`src/rtl/mem_port_arbiter_if.sv`:
```
// Bundle of the fetch, load/store, memory and halt signals around mem_port_arbiter.
// master: arbiter side; slave: requester/memory environment side.
interface mem_port_arbiter_if #(
  parameter int unsigned ADDR_W = 32,
  parameter int unsigned DATA_W = 32
);
  logic              if_req;
  logic [ADDR_W-1:0] if_addr;
  logic              if_gnt;
  logic              if_rvalid;
  logic [DATA_W-1:0] if_rdata;

  logic              d_req;
  logic              d_we;
  logic [2:0]        d_size;
  logic [ADDR_W-1:0] d_addr;
  logic [DATA_W-1:0] d_wdata;
  logic              d_gnt;
  logic              d_rvalid;
  logic [DATA_W-1:0] d_rdata;

  logic              mem_req;
  logic              mem_we;
  logic [2:0]        mem_size;
  logic [ADDR_W-1:0] mem_addr;
  logic [DATA_W-1:0] mem_wdata;
  logic              mem_rvalid;
  logic [DATA_W-1:0] mem_rdata;

  logic              halt_req;
  logic              halted;

  modport master (
    input  if_req, if_addr, d_req, d_we, d_size, d_addr, d_wdata,
           mem_rvalid, mem_rdata, halt_req,
    output if_gnt, if_rvalid, if_rdata, d_gnt, d_rvalid, d_rdata,
           mem_req, mem_we, mem_size, mem_addr, mem_wdata, halted
  );

  modport slave (
    output if_req, if_addr, d_req, d_we, d_size, d_addr, d_wdata,
           mem_rvalid, mem_rdata, halt_req,
    input  if_gnt, if_rvalid, if_rdata, d_gnt, d_rvalid, d_rdata,
           mem_req, mem_we, mem_size, mem_addr, mem_wdata, halted
  );
endinterface

```
`src/rtl/mem_port_arbiter.sv`:
```
// Single-outstanding memory port arbiter between fetch and load/store, with halt drain.
// Define ARB_RR_EN for round-robin on contested requests; default is fixed D-over-IF priority.
module mem_port_arbiter #(
  parameter int unsigned ADDR_W = 32,
  parameter int unsigned DATA_W = 32
) (
  input logic clk,
  input logic rst_n,
  mem_port_arbiter_if.master bus
);
  typedef enum logic [1:0] {IDLE, ISSUE, WAIT} state_t;
  typedef enum logic {OWN_IF, OWN_D} owner_t;

  state_t            state, state_n;
  owner_t            owner, owner_n;
  logic              we_q, we_n;
  logic [2:0]        size_q, size_n;
  logic [ADDR_W-1:0] addr_q, addr_n;
  logic [DATA_W-1:0] wdata_q, wdata_n;
  logic              halted_q, halted_n;
  logic              pick_d;
  logic              go;
`ifdef ARB_RR_EN
  owner_t            last_winner, last_winner_n;
`endif

  always_ff @(posedge clk or negedge rst_n) begin
    if (!rst_n) begin
      state    <= IDLE;
      owner    <= OWN_IF;
      we_q     <= 1'b0;
      size_q   <= '0;
      addr_q   <= '0;
      wdata_q  <= '0;
      halted_q <= 1'b0;
`ifdef ARB_RR_EN
      last_winner <= OWN_IF;
`endif
    end else begin
      state    <= state_n;
      owner    <= owner_n;
      we_q     <= we_n;
      size_q   <= size_n;
      addr_q   <= addr_n;
      wdata_q  <= wdata_n;
      halted_q <= halted_n;
`ifdef ARB_RR_EN
      last_winner <= last_winner_n;
`endif
    end
  end

  always_comb begin
    state_n  = state;
    owner_n  = owner;
    we_n     = we_q;
    size_n   = size_q;
    addr_n   = addr_q;
    wdata_n  = wdata_q;
    halted_n = (state == IDLE) && bus.halt_req;
    go       = (state == IDLE) && !bus.halt_req && (bus.d_req || bus.if_req);
`ifdef ARB_RR_EN
    // Contested: grant whoever did not win the previous contest.
    pick_d        = bus.d_req && (!bus.if_req || (last_winner == OWN_IF));
    last_winner_n = last_winner;
    if (go && bus.d_req && bus.if_req)
      last_winner_n = pick_d ? OWN_D : OWN_IF;
`else
    pick_d = bus.d_req;
`endif

    unique case (state)
      IDLE: begin
        if (go) begin
          state_n = ISSUE;
          if (pick_d) begin
            owner_n = OWN_D;
            we_n    = bus.d_we;
            size_n  = bus.d_size;
            addr_n  = bus.d_addr;
            wdata_n = bus.d_wdata;
          end else begin
            owner_n = OWN_IF;
            we_n    = 1'b0;
            size_n  = 3'b010;
            addr_n  = bus.if_addr;
          end
        end
      end
      ISSUE: state_n = WAIT;
      WAIT:  if (bus.mem_rvalid) state_n = IDLE;
      default: state_n = IDLE;
    endcase
  end

  assign bus.mem_req   = (state == ISSUE);
  assign bus.mem_we    = we_q;
  assign bus.mem_size  = size_q;
  assign bus.mem_addr  = addr_q;
  assign bus.mem_wdata = wdata_q;
  assign bus.if_gnt    = (state == ISSUE) && (owner == OWN_IF);
  assign bus.d_gnt     = (state == ISSUE) && (owner == OWN_D);
  assign bus.if_rvalid = (state == WAIT) && bus.mem_rvalid && (owner == OWN_IF);
  assign bus.d_rvalid  = (state == WAIT) && bus.mem_rvalid && (owner == OWN_D);
  assign bus.if_rdata  = bus.mem_rdata;
  assign bus.d_rdata   = bus.mem_rdata;
  assign bus.halted    = halted_q;
endmodule

```
`src/flat_wrapper.sv`:
```
// flat-port wrapper written by rule: the top's interface ports become plain ports
module mem_port_arbiter_flat 
#(
  parameter int unsigned ADDR_W = 32,
  parameter int unsigned DATA_W = 32
)
  (clk, rst_n, bus_if_req, bus_if_addr, bus_d_req, bus_d_we, bus_d_size, bus_d_addr, bus_d_wdata, bus_mem_rvalid, bus_mem_rdata, bus_halt_req, bus_if_gnt, bus_if_rvalid, bus_if_rdata, bus_d_gnt, bus_d_rvalid, bus_d_rdata, bus_mem_req, bus_mem_we, bus_mem_size, bus_mem_addr, bus_mem_wdata, bus_halted);
  mem_port_arbiter_if #(.ADDR_W(ADDR_W), .DATA_W(DATA_W)) bus_i ();
  input logic clk;
  input logic rst_n;
  input wire logic [$bits(bus_i.if_req)-1:0] bus_if_req;
  input wire logic [$bits(bus_i.if_addr)-1:0] bus_if_addr;
  input wire logic [$bits(bus_i.d_req)-1:0] bus_d_req;
  input wire logic [$bits(bus_i.d_we)-1:0] bus_d_we;
  input wire logic [$bits(bus_i.d_size)-1:0] bus_d_size;
  input wire logic [$bits(bus_i.d_addr)-1:0] bus_d_addr;
  input wire logic [$bits(bus_i.d_wdata)-1:0] bus_d_wdata;
  input wire logic [$bits(bus_i.mem_rvalid)-1:0] bus_mem_rvalid;
  input wire logic [$bits(bus_i.mem_rdata)-1:0] bus_mem_rdata;
  input wire logic [$bits(bus_i.halt_req)-1:0] bus_halt_req;
  output wire logic [$bits(bus_i.if_gnt)-1:0] bus_if_gnt;
  output wire logic [$bits(bus_i.if_rvalid)-1:0] bus_if_rvalid;
  output wire logic [$bits(bus_i.if_rdata)-1:0] bus_if_rdata;
  output wire logic [$bits(bus_i.d_gnt)-1:0] bus_d_gnt;
  output wire logic [$bits(bus_i.d_rvalid)-1:0] bus_d_rvalid;
  output wire logic [$bits(bus_i.d_rdata)-1:0] bus_d_rdata;
  output wire logic [$bits(bus_i.mem_req)-1:0] bus_mem_req;
  output wire logic [$bits(bus_i.mem_we)-1:0] bus_mem_we;
  output wire logic [$bits(bus_i.mem_size)-1:0] bus_mem_size;
  output wire logic [$bits(bus_i.mem_addr)-1:0] bus_mem_addr;
  output wire logic [$bits(bus_i.mem_wdata)-1:0] bus_mem_wdata;
  output wire logic [$bits(bus_i.halted)-1:0] bus_halted;
  assign bus_i.if_req = bus_if_req;
  assign bus_i.if_addr = bus_if_addr;
  assign bus_i.d_req = bus_d_req;
  assign bus_i.d_we = bus_d_we;
  assign bus_i.d_size = bus_d_size;
  assign bus_i.d_addr = bus_d_addr;
  assign bus_i.d_wdata = bus_d_wdata;
  assign bus_i.mem_rvalid = bus_mem_rvalid;
  assign bus_i.mem_rdata = bus_mem_rdata;
  assign bus_i.halt_req = bus_halt_req;
  assign bus_if_gnt = bus_i.if_gnt;
  assign bus_if_rvalid = bus_i.if_rvalid;
  assign bus_if_rdata = bus_i.if_rdata;
  assign bus_d_gnt = bus_i.d_gnt;
  assign bus_d_rvalid = bus_i.d_rvalid;
  assign bus_d_rdata = bus_i.d_rdata;
  assign bus_mem_req = bus_i.mem_req;
  assign bus_mem_we = bus_i.mem_we;
  assign bus_mem_size = bus_i.mem_size;
  assign bus_mem_addr = bus_i.mem_addr;
  assign bus_mem_wdata = bus_i.mem_wdata;
  assign bus_halted = bus_i.halted;
  mem_port_arbiter #(.ADDR_W(ADDR_W), .DATA_W(DATA_W)) u_core (.clk(clk), .rst_n(rst_n), .bus(bus_i));
endmodule
```
`config.mk`:
```
export PLATFORM = sky130hd
export DESIGN_NAME = mem_port_arbiter_flat
export DESIGN_NICKNAME = d
export VERILOG_FILES = /design/src/rtl/mem_port_arbiter_if.sv /design/src/rtl/mem_port_arbiter.sv /design/src/flat_wrapper.sv
export SDC_FILE = /design/constraint.sdc
export NUM_CORES = 1
export LEC_CHECK = 0
export BUFFER_PORTS_ARGS = -buffer_cell sky130_fd_sc_hd__clkbuf_2
export CAP_MARGIN = 20
export CORE_ASPECT_RATIO = 0.6
export CORE_MARGIN = 2
export CORE_UTILIZATION = 37
export DETAILED_ROUTE_END_ITERATION = 7
export GPL_TIMING_DRIVEN = 0
export PLACE_DENSITY = 0.73
export SKIP_CTS_REPAIR_TIMING = 1
export SLEW_MARGIN = 15
export SYNTH_ARGS = -nofsm -noshare
export SYNTH_HDL_FRONTEND = slang
export SYNTH_SLANG_ARGS = --single-unit
```
`constraint.sdc`:
```
create_clock -name clk -period 1.3 [get_ports clk]
set_input_delay 0.13 -clock clk [delete_from_list [all_inputs] [get_ports clk]]
set_output_delay 0.13 -clock clk [all_outputs]
set_load 0.01 [all_outputs]
```
==> results of run 1 <==
## cell usage in the layout (no fill, tap or decap), drive strengths merged
master	synthesis	final
clkinv	0	4
inv	3	2
nor3b	2	2
clkbuf	0	253
buf	75	88
mux2	96	96
a2bb2oi	1	1
a22o	3	3
a21o	1	1
nor2	1	1
and4b	1	1
nor3	1	1
dfrtp	72	72
clkinvlp	0	1
o21ai	2	2
or2b	2	2
dlygate4sd3	0	1
and2	2	2
## kinds of logic (layout without fill, tap and decap cells)
logic type / Yosys count / after routing / synth area share
mux: 96 / 96 / 0.313
buf+inv: 78 / 349 / 0.169
flops: 72 / 72 / 0.480
simple gates: 9 / 9 / 0.0207
compound gates: 7 / 7 / 0.0170
## per-stage QoR
| step | power (mW) | util | area [sq um] | cells |
|---|---|---|---|---|
| after CTS | 9.87 | 0.563 | 5550 | 655 |
| after global routing | 10.6 | 0.588 | 5790 | 668 |
| after floorplan | 5.99 | - | 3870 | 262 |
| final | 10.0 | 0.588 | 5790 | 668 |
| after global placement | 7.44 | 0.533 | 5250 | 639 |
| after detailed placement | 7.55 | 0.535 | 5270 | 640 |
## layout make-up
cell class                      count  area, sq um  share of cell area
Timing Repair inverter              1         5.00            0.000865
Tap cell                          135          169              0.0292
Sequential cell                    72         1800               0.312
Buffer                             75          647               0.112
Inverter                            3         16.3             0.00281
Clock inverter                      3         17.5             0.00303
Multi-Input combinational cell    112         1450               0.251
Clock buffer                       12          256              0.0443
Timing Repair Buffer              255         1420               0.245
## per-layer routing
metal | routed length [microns] | global-route usage
met5 | 0 | 0
met4 | 90 | 0.0474
met3 | 637 | 0.0506
met2 | 4500 | 0.259
met1 | 4340 | 0.214
## sequential cells by signal, summed over array words and instances, names as in the netlist
name and count:
u_core.bus.mem_wdata 32, u_core.state 2, u_core.bus.mem_we 1, u_core.bus.mem_size 3, u_core.bus.mem_addr 32, u_core.bus.halted 1
u_core.owner 1
## how the worst min path moves through the flow
stage	startpoint	endpoint	slack [ns]	cells after the start
after global routing	bus_d_wdata[27]	u_core.bus.mem_wdata[27]	0.02	2
final	bus_d_size[1]	u_core.bus.mem_size[1]	0.02	3
after CTS	rst_n	u_core.bus.mem_wdata[29]	-0.24	1
after floorplan	rst_n	u_core.bus.halted	-0.17	0
after detailed placement	rst_n	u_core.bus.mem_wdata[29]	0.11	1
after global placement	bus_d_size[1]	u_core.bus.mem_size[1]	0.35	3
## worst reg2reg max path, stage by stage (launching register included)
cell and delay [ns]:
dfrtp_2 0.44, nor3_4 0.22, and2_4 0.18, buf_12 0.14
clkbuf_16 0.16, mux2_4 0.29
## power by group through the flow
stage	Combinational, mW	Sequential [mW]	Clock (mW)
floorplan	1.88	4.11	0
global placement	3.74	3.70	0
detailed placement	3.82	3.74	0
CTS	3.82	3.75	2.30
global route	4.30	3.87	2.40
finish	4.02	3.75	2.23
==> flow_summary.json, run 1 <==
{
  "synth_ff_type": "dfrtp_1",
  "synth-edff-count": 0,
  "crit_cells": 5,
  "cp-start-kind": "flip-flop",
  "finalSetupViolCount": 72,
  "numCtsBuffers": 9,
  "htreeDepth": 3,
  "pwr-share-comb": 0.402,
  "dieArea_sq_um": 11000,
  "worstSkewPairLatency_ns": 0.32,
  "rsz0062_at_grt": "true",
  "syn_area_sq_um": 3750,
  "post-dp-hpwl_mm": 7.33,
  "worstSetupPathType": "reg -> reg",
  "netlist_instances": 262,
  "clk_pin_slew_ns": 0.05,
  "violations": "negative setup slack",
  "ys_seq_area_frac": 0.480,
  "clock_path_buffers": 2,
  "worstReg2RegEnd": "u_core.bus.mem_wdata[30]",
  "p_int_mw": 6.98,
  "grtUsageTotal": 0.162,
  "hp-class": "in -> reg",
  "r2r_start": "u_core.state[1]",
  "power.density_nw_per_um2": 1730,
  "worst_pin_slew_ns": 0.410,
  "antenna-diode-count": 0,
  "layout-drive-gt1-share": 0.842,
  "drtIter0Drc": 46,
  "nNetsFinal": 667,
  "share_seq_of_total_power": 0.375,
  "slew_headroom": 0.727,
  "power.switching_mw": 3.02,
  "gp_routability_congestion": 0.702,
  "synth_warnings": 0,
  "drv_slew": 0,
  "routed_wl_mm": 9.57,
  "num-fill-cells": 825,
  "skew_ns": 0.00381,
  "post-route-min-period_ns": 1.55,
  "r2r_cells": 5,
  "crit_start": "u_core.state[1]",
  "die_w_microns": 134,
  "antenna_found_initial": 0,
  "cpLargestDelayFamily": "flip-flops",
  "crit_end": "u_core.bus.mem_wdata[30]",
  "syn-num-nets": 400,
  "rrSetupSlack_ns": -0.25,
  "synth.most_common_cell": "dfrtp_1",
  "ys_top_cells_by_count": "dfrtp_1 (72), mux2_2 (66), buf_4 (64)",
  "outcome": "complete, but fails checks",
  "via_count": 2843,
  "clockPowerShare": 0.223,
  "p_sw_frac": 0.302,
  "grt_overflow": 0,
  "fmax_ghz": 0.645,
  "critPathMaxFanout": 7,
  "grt_max_degree": 44,
  "coreArea_sq_um": 9840,
  "synth-seq-cells": 72,
  "crit_buf_inv": 2,
  "path_cells": "nor3_4 > and2_4 > buf_12 > clkbuf_16 > mux2_4",
  "cpPeakStageDelay_ns": 0.44,
  "first_pass_iters": 4,
  "hold_slack_ns": 0.0224,
  "avgSynthCellArea_sq_um": 14.3,
  "synth_area_leaders": "dfrtp_1 (48%), mux2_2 (20%), buf_4 (13%)",
  "setup_tns_ns": -15.05,
  "vdd_drop_max_mv": 0.784,
  "ant_nets": 0,
  "cp.arrival_ns": 1.76,
  "ioPinCount": 276,
  "fp-row-count": 28,
  "grt_pass1_wl_mm": 13.7,
  "tritoncts": "built",
  "required_ns": 1.51,
  "synthDistinctLibCells": 23,
  "worst_slack_ns": -0.251,
  "drv_cap": 0,
  "wire_per_inst_microns": 14.3,
  "cts_sinks": 72,
  "io_buffers": 242,
  "grt_pass1_vias": 2774,
  "leakagePower_nw": 3.13,
  "ctsRootBufferMaster": "clkbuf_16",
  "start_util": 0.381,
  "finalHoldViolations": 0,
  "yosysTopAreaCellShare": 0.480,
  "async_flop_share": 1.00,
  "post_drt_via_cell_ratio": 4.26,
  "cpMaxStageDelayCell": "dfrtp_2",
  "yosysTopAreaCell": "dfrtp_1",
  "post-place-ws_ns": -0.285,
  "worstSetupEndpointType": "flip-flop",
  "area_growth_pct": 54.2,
  "fp.dieH_microns": 82.0,
  "period_share": 1.19,
  "drc_errors": 0
}
No activity file was read; power rests on OpenSTA's default activity.
==> run 2, diff against run 1 <==
--- a/config.mk
+++ b/config.mk
@@ -7,12 +7,14 @@
 export LEC_CHECK = 0
 export BUFFER_PORTS_ARGS = -buffer_cell sky130_fd_sc_hd__clkbuf_2
 export CAP_MARGIN = 20
+export CELL_PAD_IN_SITES_DETAIL_PLACEMENT = 2
+export CELL_PAD_IN_SITES_GLOBAL_PLACEMENT = 2
 export CORE_ASPECT_RATIO = 0.6
 export CORE_MARGIN = 2
-export CORE_UTILIZATION = 37
+export CORE_UTILIZATION = 21
 export DETAILED_ROUTE_END_ITERATION = 7
 export GPL_TIMING_DRIVEN = 0
-export PLACE_DENSITY = 0.73
+export PLACE_DENSITY = 0.72
 export SKIP_CTS_REPAIR_TIMING = 1
 export SLEW_MARGIN = 15
 export SYNTH_ARGS = -nofsm -noshare
==> run 2 against run 1 <==
Compared with the run above: the flow still finishes with violations (negative setup slack); clock power grew 24%; fmax shrank 1.7%; flip-flop and latch count is the same; cell count grew 16%; count of clock-buffer cells in the layout shrank 2; non-clock buffer count grew 6; sequential power is essentially flat; first-iteration DRC count grew 52%; combinational power grew 4%; largest power group unchanged.
==> flow_summary.json, run 2 (synthesis gave the netlist of run 1 again) <==
{
  "numCtsBuffers": 9,
  "io_buffers": 242,
  "finalHoldViolations": 0,
  "grt_overflow": 0,
  "skew_ns": 0.0101,
  "clock_path_buffers": 2,
  "num-fill-cells": 1862,
  "ant_nets": 0,
  "wire_per_inst_microns": 16.4,
  "slew_headroom": 0.630,
  "final_common_cell": "clkbuf_2",
  "leakagePower_nw": 3.20,
  "worstSetupEndpointType": "flip-flop",
  "worst_pin_slew_ns": 0.555,
  "die_w_microns": 177,
  "coreArea_sq_um": 17300,
  "gp_routability_congestion": 0.711,
  "post_drt_via_cell_ratio": 3.94,
  "clk_pin_slew_ns": 0.06,
  "worst_slack_ns": -0.278,
  "multi_input_area_sq_um": 1460,
  "worstSetupPathType": "reg -> reg",
  "fp-row-count": 37,
  "vdd_drop_max_mv": 0.637,
  "power.density_nw_per_um2": 1770,
  "ioPinCount": 276,
  "via_count": 3042,
  "grtUsageTotal": 0.125,
  "post-place-ws_ns": -0.325,
  "grt_pass1_wl_mm": 18.5,
  "critPathMaxFanout": 7,
  "routed_wl_mm": 12.7,
  "first_pass_iters": 4,
  "tritoncts": "built",
  "period_share": 1.21,
  "drv_cap": 0,
  "required_ns": 1.52,
  "post-dp-hpwl_mm": 9.88,
  "hp-class": "in -> reg",
  "grt_max_degree": 38,
  "seqCellArea_sq_um": 1800,
  "cts_sinks": 72,
  "dieArea_sq_um": 19000,
  "grt_pass1_vias": 3399,
  "rsz0062_at_grt": "true",
  "post-route-min-period_ns": 1.58,
  "ctsRootBufferMaster": "clkbuf_16",
  "fp.dieH_microns": 108,
  "power_mw": 10.7,
  "area_growth_pct": 61.7,
  "antenna_found_initial": 0,
  "violations": "negative setup slack",
  "drc_errors": 0,
  "htreeDepth": 3,
  "finalSetupViolCount": 73,
  "nNetsFinal": 672,
  "start_util": 0.217,
  "cp.arrival_ns": 1.80,
  "drtIter0Drc": 70,
  "drv_slew": 0,
  "cp-start-kind": "flip-flop",
  "antenna-diode-count": 0,
  "outcome": "complete, but fails checks",
  "layout_common_cells": "clkbuf_2 (237), buf_4 (71), dfrtp_1 (70)",
  "layout-drive-gt1-share": 0.853,
  "fmax_ghz": 0.634,
  "worstSkewPairLatency_ns": 0.33
}
## run 2: cell count changes in the layout (fill, tap and decap cells not counted), moves of 2 or more
cell       change
clkinv_2       -2
buf_2          -3
buf_6          +3
clkbuf_16      +2
buf_4          +3
bufinv_16      +2
## run 2: final cells by class
| type | instances | area share |
|---|---|---|
| Multi-Input combinational cell | 112 | 0.241 |
| Timing Repair Buffer | 261 | 0.250 |
| Buffer | 75 | 0.107 |
| Sequential cell | 72 | 0.297 |
| Clock buffer | 10 | 0.0394 |
| Inverter | 3 | 0.00268 |
| Tap cell | 234 | 0.0482 |
| Clock inverter | 6 | 0.0148 |
## run 2: path summary, 6_finish.rpt
kind	to	depth (start not counted)	from	slack, ns
max in group asynchronous	u_core.state[1]	3	rst_n	0.34
hold / removal	u_core.bus.mem_size[1]	3	bus_d_size[1]	0.02
setup reg to reg	u_core.bus.mem_wdata[25]	5	u_core.state[1]	-0.28
min in group asynchronous	u_core.bus.mem_wdata[30]	2	rst_n	0.35
hold reg to reg	u_core.bus.mem_size[2]	1	u_core.bus.mem_size[2]	0.50
setup / recovery	u_core.bus.mem_wdata[25]	5	u_core.state[1]	-0.28
## run 2: where the power goes
group	total, mW	internal (mW)	leakage (nW)	switching [mW]
Clock	2.76	1.74	0.159	1.02
Combinational	4.20	2.50	2.19	1.70
Sequential	3.78	3.17	0.844	0.608
Total	10.7	7.41	3.20	3.33
## run 2: critical path, cell delays in order, from the launching register on
cell and delay, ns:
dfrtp_2 0.45, nor3_4 0.21, and2_4 0.21, buf_12 0.15
clkbuf_16 0.16, mux2_4 0.29
## run 2: metrics by stage
step,TNS [ns],cells,instance area (sq um),utilization,hold WS [ns]
floorplan,-7.98,262,3870,-,-0.166
global placement,-59.69,738,5370,0.310,0.351
detailed placement,-18.79,739,5400,0.312,0.181
CTS,-21.07,755,5720,0.331,-0.177
global route,-21.73,773,6070,0.350,0.00796
finish,-16.56,773,6070,0.350,0.0214
## run 2: per-layer routing
metal,wire length [microns],GRT usage,up-vias,part of all wire
met5,0,0,-,0
met4,70,0.0230,0,0.0055
met3,776,0.0346,6,0.061
met2,6250,0.217,126,0.49
met1,5560,0.157,1531,0.44
li1,-,-,1379,-
==> run 3, diff against run 2 <==
--- a/config.mk
+++ b/config.mk
@@ -11,10 +11,10 @@
 export CELL_PAD_IN_SITES_GLOBAL_PLACEMENT = 2
 export CORE_ASPECT_RATIO = 0.6
 export CORE_MARGIN = 2
-export CORE_UTILIZATION = 21
+export CORE_UTILIZATION = 25
 export DETAILED_ROUTE_END_ITERATION = 7
 export GPL_TIMING_DRIVEN = 0
-export PLACE_DENSITY = 0.72
+export PLACE_DENSITY = 0.8
 export SKIP_CTS_REPAIR_TIMING = 1
 export SLEW_MARGIN = 15
 export SYNTH_ARGS = -nofsm -noshare
==> constraint.sdc (replaced) <==
create_clock -name clk -period 2 [get_ports clk]
set_input_delay 0.2 -clock clk [delete_from_list [all_inputs] [get_ports clk]]
set_output_delay 0.2 -clock clk [all_outputs]
set_load 0.01 [all_outputs]
==> run 3 against run 2 <==
Compared with the run above: the flow now finishes without violations; register-to-register slack better by 0.66 ns; sequential share of layout area rose by 2.8 points; first-iteration DRC count is 8.6% lower; count of clock-buffer cells in the layout up 2; total power decreased by 41%; hold slack improved by 0.054 ns; critical path depth is 2 lower; clock skew shrank 0.0022 ns; sequential power decreased by 36%.
==> flow_summary.json, run 3 (synthesis gave the netlist of run 1 again) <==
{
  "dieArea_sq_um": 16000,
  "grt_pass1_vias": 3529,
  "post-route-min-period_ns": 1.71,
  "drv_cap": 0,
  "post_drt_via_cell_ratio": 4.10,
  "cpLargestDelayFamily": "simple AND/OR/NAND/NOR gates",
  "io_buffers": 242,
  "final_common_cell": "clkbuf_2",
  "drv_slew": 0,
  "hp-class": "in -> reg",
  "nNetsFinal": 655,
  "cp-start-kind": "flip-flop",
  "antenna_found_initial": 0,
  "antenna-diode-count": 0,
  "r2r_cells": 5,
  "post-place-ws_ns": 0.342,
  "vdd_drop_max_mv": 0.454,
  "grt_max_degree": 38,
  "cpPeakStageDelay_ns": 0.45,
  "grt_pass1_wl_mm": 18.7,
  "layout_common_cells": "clkbuf_2 (241), dfrtp_1 (72), mux2_2 (66)",
  "start_util": 0.257,
  "ctsRootBufferMaster": "clkbuf_16",
  "layout-drive-gt1-share": 0.822,
  "place_inst": 703,
  "fin_util": 0.380,
  "min_delay_path_depth": 3,
  "skew_ns": 0.00793,
  "fmax_ghz": 0.583,
  "coreArea_sq_um": 14600,
  "setup_tns_ns": 0,
  "clk_pin_slew_ns": 0.06,
  "crit_buf_inv": 1,
  "path_cells": "or2b_2 > nor3b_1 > clkbuf_2",
  "leakagePower_nw": 2.91,
  "worstSkewPairLatency_ns": 0.33,
  "first_pass_iters": 3,
  "r2r_start": "u_core.state[0]",
  "drc_errors": 0,
  "tritoncts": "built",
  "worstReg2RegEnd": "u_core.bus.mem_wdata[26]",
  "routed_wl_mm": 11.8,
  "post-dp-hpwl_mm": 9.78,
  "worstSetupEndpointType": "primary output",
  "crit_cells": 3,
  "critPathMaxFanout": 5,
  "fp-row-count": 34,
  "via_count": 2952,
  "outcome": "completed",
  "finalSetupViolCount": 0,
  "htreeDepth": 3,
  "wire_per_inst_microns": 16.4,
  "cpMaxStageDelayCell": "dfrtp_1",
  "holdCritStartpoint": "bus_d_size[1]",
  "drtIter0Drc": 64,
  "fp.dieH_microns": 98.9,
  "worst_pin_slew_ns": 0.544,
  "cp.arrival_ns": 1.51,
  "numCtsBuffers": 9,
  "holdPathEnd": "u_core.bus.mem_size[1]",
  "ioPinCount": 276,
  "gp_routability_congestion": 0.740,
  "period_share": 0.857,
  "finalHoldViolations": 0,
  "rsz0062_at_grt": "false",
  "slew_headroom": 0.637,
  "power.density_nw_per_um2": 1150,
  "grtUsageTotal": 0.150,
  "clock_path_buffers": 2,
  "ant_nets": 0,
  "area_growth_pct": 47.7,
  "die_w_microns": 162,
  "required_ns": 1.80,
  "worst_slack_ns": 0.286,
  "cts_sinks": 72,
  "fin_cells": 720,
  "rrSetupSlack_ns": 0.38,
  "hold_slack_ns": 0.0752,
  "worstSetupPathType": "reg -> out",
  "grt_overflow": 0
}
## run 3: cell types whose count changed in the layout (fill, tap and decap cells not counted), moves of 3 or more
cell,delta
buf_12,-4
buf_4,-7
buf_6,-3
clkbuf_16,-6
clkbuf_2,+4
mux2_1,+5
mux2_2,+29
mux2_4,-34
## run 3: area by class of cell
cell class | instances | area, sq um
Buffer | 75 | 621
Clock buffer | 12 | 246
Clock inverter | 4 | 53.8
Fill cell | 1593 | 9050
Inverter | 3 | 13.8
Multi-Input combinational cell | 112 | 1320
Sequential cell | 72 | 1800
Tap cell | 198 | 248
Timing Repair Buffer | 244 | 1240
## run 3: worst max path at each step
stage,from,end
final,u_core.state[1],bus_if_rvalid
after global routing,u_core.state[1],bus_if_rvalid
after CTS,u_core.state[1],bus_if_rvalid
after detailed placement,u_core.state[0],u_core.bus.mem_addr[27]
after global placement,rst_n,u_core.bus.mem_wdata[0]
after floorplan,u_core.state[0],u_core.bus.mem_wdata[0]
## run 3: metal layers
layer,global-route usage,wire length (microns),vias to the layer above
li1,-,-,1345
met1,0.168,4660,1469
met2,0.278,6180,127
met3,0.0501,832,11
met4,0.0327,140,0
met5,0,0,-
## run 3: worst register-to-register path, cell delays in order, from the launching register on
cell     delay, ns
dfrtp_1       0.45
nor3_4        0.27
and2_4        0.19
buf_12        0.14
buf_12        0.16
mux2_4        0.30
## run 3: through the flow
| step | power (mW) | area (sq um) |
|---|---|---|
| final | 6.37 | 5540 |
| after global routing | 6.80 | 5540 |
| after CTS | 6.51 | 5530 |
| after detailed placement | 4.82 | 5230 |
| after global placement | 4.69 | 5210 |
| after floorplan | 3.70 | 3750 |
## run 3: where the power goes
group | switching [mW] | total (mW) | internal, mW
clock network | 0.621 | 1.62 | 1.00
logic | 1.03 | 2.33 | 1.29
registers | 0.361 | 2.42 | 2.06
total | 2.02 | 6.37 | 4.35
